<file path="src/rtl/adder_pkg.sv">
// Shared types and limits for the bit-serial adder.
package adder_pkg;

    // Controller states for the serial adder.
    typedef enum logic [1:0] {
        IDLE = 2'd0,
        RUN  = 2'd1,
        DONE = 2'd2
    } state_t;

    // Widest operand the serial adder is meant to be built for.
    localparam int ADDER_MAX_WIDTH = 32;

endpackage

</file>
<file path="src/rtl/serial_fa_cell.sv">
// One bit slice of the serial adder: a full adder built from two half adders.
// The carry flip-flop that closes the loop lives in the parent.
module serial_fa_cell (
    input  logic a_bit,
    input  logic b_bit,
    input  logic c_in,
    output logic s,
    output logic c_out
);

    logic h1_s;
    logic h1_c;
    logic h2_c;

    // First half adder combines the operand bits, second folds in the carry.
    assign h1_s  = a_bit ^ b_bit;
    assign h1_c  = a_bit & b_bit;
    assign s     = h1_s ^ c_in;
    assign h2_c  = h1_s & c_in;
    assign c_out = h1_c | h2_c;

endmodule

</file>
<file path="src/rtl/serial_adder.sv">
// Bit-serial WIDTH-bit adder, LSB first, one bit per clock.
//
// Handshake: a transfer happens on a rising edge where valid and ready are
// both high. in_ready depends only on state and rst; out_valid depends only
// on state. Neither in_valid nor out_ready reaches an output combinationally,
// and a/b are sampled only on the input transfer edge.
module serial_adder
    import adder_pkg::*;
#(
    parameter int WIDTH = 8
) (
    input  logic             clk,
    input  logic             rst,
    input  logic             in_valid,
    output logic             in_ready,
    input  logic [WIDTH-1:0] a,
    input  logic [WIDTH-1:0] b,
    output logic             out_valid,
    input  logic             out_ready,
    output logic [WIDTH-1:0] sum,
    output logic             carry
);

    localparam int CNT_W = $clog2(WIDTH + 1);
    localparam logic [CNT_W-1:0] LAST_BIT = CNT_W'(WIDTH - 1);

    if (WIDTH < 1 || WIDTH > ADDER_MAX_WIDTH) begin : g_bad_width
        $error("serial_adder: WIDTH out of range");
    end

    state_t           state_q;
    state_t           state_nxt;
    logic [WIDTH-1:0] a_q;
    logic [WIDTH-1:0] b_q;
    logic [WIDTH-1:0] sum_q;
    logic [WIDTH-1:0] sum_shift;
    logic             carry_q;
    logic             c_q;
    logic [CNT_W-1:0] cnt_q;
    logic             accept;
    logic             last_bit;
    logic             fa_s;
    logic             fa_c;

    serial_fa_cell u_fa (
        .a_bit (a_q[0]),
        .b_bit (b_q[0]),
        .c_in  (c_q),
        .s     (fa_s),
        .c_out (fa_c)
    );

    assign last_bit  = (cnt_q == LAST_BIT);
    assign in_ready  = (state_q == IDLE) && !rst;
    assign accept    = in_valid && in_ready;
    assign out_valid = (state_q == DONE);
    assign sum       = sum_q;
    assign carry     = carry_q;

    // New sum bit enters at the MSB so after WIDTH shifts bit 0 is at the LSB.
    always_comb begin
        sum_shift            = sum_q >> 1;
        sum_shift[WIDTH-1]   = fa_s;
    end

    // State register.
    always_ff @(posedge clk) begin
        if (rst) begin
            state_q <= IDLE;
        end else begin
            state_q <= state_nxt;
        end
    end

    // Next-state decode: accept in IDLE, WIDTH bit steps in RUN, hold in DONE.
    always_comb begin
        state_nxt = state_q;
        case (state_q)
            IDLE:    if (accept) state_nxt = RUN;
            RUN:     if (last_bit) state_nxt = DONE;
            DONE:    if (out_ready) state_nxt = IDLE;
            default: state_nxt = IDLE;
        endcase
    end

    // Operand shifters, sum shifter, running carry and bit counter.
    always_ff @(posedge clk) begin
        if (rst) begin
            a_q     <= '0;
            b_q     <= '0;
            sum_q   <= '0;
            carry_q <= 1'b0;
            c_q     <= 1'b0;
            cnt_q   <= '0;
        end else begin
            case (state_q)
                IDLE: begin
                    if (accept) begin
                        a_q   <= a;
                        b_q   <= b;
                        c_q   <= 1'b0;
                        cnt_q <= '0;
                    end
                end
                RUN: begin
                    a_q   <= a_q >> 1;
                    b_q   <= b_q >> 1;
                    sum_q <= sum_shift;
                    c_q   <= fa_c;
                    cnt_q <= cnt_q + 1'b1;
                    if (last_bit) begin
                        carry_q <= fa_c;
                    end
                end
                default: ;
            endcase
        end
    end

endmodule

</file>
<file path="config.mk">
export PLATFORM = sky130hd
export DESIGN_NAME = serial_adder
export DESIGN_NICKNAME = d
export VERILOG_FILES = /design/src/rtl/adder_pkg.sv /design/src/rtl/serial_fa_cell.sv /design/src/rtl/serial_adder.sv
export SDC_FILE = /design/constraint.sdc
export NUM_CORES = 1
export LEC_CHECK = 0
export CORE_MARGIN = 2
export CORE_UTILIZATION = 49
export DETAILED_ROUTE_END_ITERATION = 8
export PLACE_DENSITY = 0.78
export SETUP_SLACK_MARGIN = 0.2
export SLEW_MARGIN = 15
export SYNTH_ARGS = -nofsm -noshare
export SYNTH_HDL_FRONTEND = slang
export SYNTH_SLANG_ARGS = --single-unit
</file>
<file path="constraint.sdc">
create_clock -name clk -period 1.6 [get_ports clk]
set_input_delay 0.32 -clock clk [delete_from_list [all_inputs] [get_ports clk]]
set_output_delay 0.32 -clock clk [all_outputs]
set_load 0.02 [all_outputs]
</file>
==> metrics <==
CTS hold repair buffers 0; TritonCTS buffer count 5; Root Driver clkbuf_4; I/O Pins 31; Comb power frac 0.149; area leader, netlist dfxtp_1; WHS Endpoint sum[0]; clk_skew 0.0124 ns; Post-Syn Area 1380 µm²; Die W 57.0 µm; final setup violation count 0; final wirelength around 3000 µm; sequential area share after synthesis 0.465; initial DRC count 40; GP Congestion between 0.8 and 0.9; Rows 19; DRC 0; run status finished clean; Placed Instances 221; nets between 200 and 250; largest cells by area after synthesis dfxtp_1, a211oi_1, nor2_1; Die ar. 3250 µm²; global-route wire length before repair about 4900 µm; commonest cells in the netlist dfxtp_1, nor2_1, nand2_1; Mapped Cells around 160; Worst Path Max Fanout 13; R2R setup slack 0.31 ns; Yosys reg bits 32; core area 2710 µm²; Longest Clk Path Bufs 2; Fin Setup TNS 0 ns; reg2reg start state_q[0]; Synth-to-Final Area Change 30.7%; maxcap violations 0; Clock Power Share 0.302; Routed WL per cell 13.0 µm; Arr. time, crit path 1.64 ns; clk_lat worst skew about 0.34 ns; worst setup path class in -> reg; Die Y 57.0 µm; setup bufs post-CTS 0; vias in the first global route 1180; Reg clk slew, reported paths approximately 0.10 ns; Async SR Flop Fraction 0; critical path startpoint in_valid; final antenna-violating net count 0; largest net degree at the start of global routing 34; port buffer count 30; yosys warns 0; Syn Area/Cell 8.46 µm²; Pins Over Slew Limit 0; number of synthesized flops with an enable pin 0; number of distinct library cells after synthesis 29; crit path time final roughly 1.4 ns; TritonCTS clock tree done; Syn Nets 185; most frequent cell after synthesis dfxtp_1; sw frac 0.260; r2r worst-path depth 4; total gr overflow 0; Final Instance Count excl. Fillers between 200 and 250; post-DP HPWL about 2000 µm; hold crit path type reg -> reg; top cell type's share of synthesized area 0.465; reg2reg end a_q[6]; Synth Flop Type dfxtp_1; RSZ-0062 raised after global routing yes; n_diodes 0; Starting Density 0.509; Setup crit end kind register; slowest cell delay on critical path 0.56 ns; crit-path cells clkdlybuf4s50_1, buf_4, nor4bb_1, a21oi_1, nor2_1; fmax about 740 MHz; via count 1288; PD cells approximately 900 nW/µm²; initial antenna violation count 0; DR pass1 iterations 4; vias per inst about 5.6; Sinks on Clock Net 32; P_leak about 0.70 nW; maximum VDD drop ~0.74 mV; Hold Path Stages 2; final worst path period share 0.847; Flop pwr share 0.549; share of cells above drive strength 1 0.166; endpoints failing hold 0; Tightest Pin Transition about 0.33 ns; switching pwr 0.411 mW; Worst Setup Start Kind input pin; headroom to the max-slew limit 0.779; Worst EP required between 1.5 and 2 ns; crit path max-delay cell type clkdlybuf4s50_1; GRT Overall Usage 0.198; CTS H-tree lvls 2; hold_sp sum[0]; internal power 1.17 mW
worst max-delay path: cells and delay by family:
kind / cells / cell delay (ns)
buffers and inverters: 2 / 0.79
AND/OR/NAND/NOR: 2 / 0.46
AO/OA/AOI/OAI: 1 / 0.08
layout make-up:
cell class,count,area [µm²]
tap,31,38.8
inverter,2,11.3
clock buffer,6,51.3
multi-input combinational,116,684
clock inverter,2,10.0
fill,244,908
sequential,32,646
timing repair buffer,40,353
timing repair inverter,1,7.51
per-layer routing:
metal,GRT usage,wire length (µm)
met5,0,0
met4,0.0963,65
met3,0.0839,178
met2,0.323,1440
met1,0.224,1310
worst max-delay path by stage:
| stage | slack (ns) | cells after the start | to |
|---|---|---|---|
| after floorplan | 0.17 | 4 | out_valid |
| after global placement | -0.21 | 3 | in_ready |
| after detailed placement | -0.20 | 3 | in_ready |
| after CTS | 0.20 | 4 | b_q[3] |
| after global routing | 0.19 | 2 | in_ready |
| final | 0.25 | 5 | a_q[7] |
stage by stage:
stage          area (µm²)  total power [mW]  hold slack, ns  utilization  worst slack, ns
4_1_cts              1790              1.59           0.455        0.661            0.204
3_5_place_dp         1740              1.12           0.445        0.642           -0.203
5_1_grt              1800              1.68           0.501        0.665            0.192
3_3_place_gp         1740              1.11           0.445        0.642           -0.206
6_report             1800              1.58           0.453        0.665            0.245
2_1_floorplan        1390              1.02           0.457            -            0.172
cells by family (layout without fill, tap and decap cells):
logic type                 after synthesis  in the layout  synth area share
buffers and inverters                   15             51            0.0490
adders and majority gates                2              2            0.0236
and+or+nand+nor                         63             63             0.198
DFF                                     32             32             0.465
AOI/OAI and AO/OA                       51             51             0.265
layout by cell type (no fill, tap or decap), types with 3 or more instances in the layout:
cell type	count
o22ai_1	5
clkbuf_4	5
nand2_1	20
buf_4	11
a21oi_1	11
nor2_1	29
clkbuf_2	4
o2bb2ai_1	9
a211oi_1	15
clkdlybuf4s50_1	18
dlygate4sd2_1	3
dfxtp_1	30
flip-flops by register name, indices dropped and copies added, names as in the netlist:
register,count
carry,1
b_q,8
c_q,1
state_q,2
cnt_q,4
a_q,8
sum,8
power groups by stage:
stage | clock (mW) | sequential [mW] | combinational (mW)
2_1_floorplan | 0 | 0.883 | 0.138
3_3_place_gp | 0 | 0.884 | 0.225
3_5_place_dp | 0 | 0.886 | 0.231
4_1_cts | 0.493 | 0.868 | 0.230
5_1_grt | 0.550 | 0.875 | 0.258
6_report | 0.477 | 0.867 | 0.235
what timing repair did:
item                                    in CTS  in global routing
gates resized for setup                     20                 18
pin swaps                                    0                  1
endpoints found under the setup margin      25                 22
gates cloned                                 0                  1
Note: power is estimated with default switching activity, not from simulation.
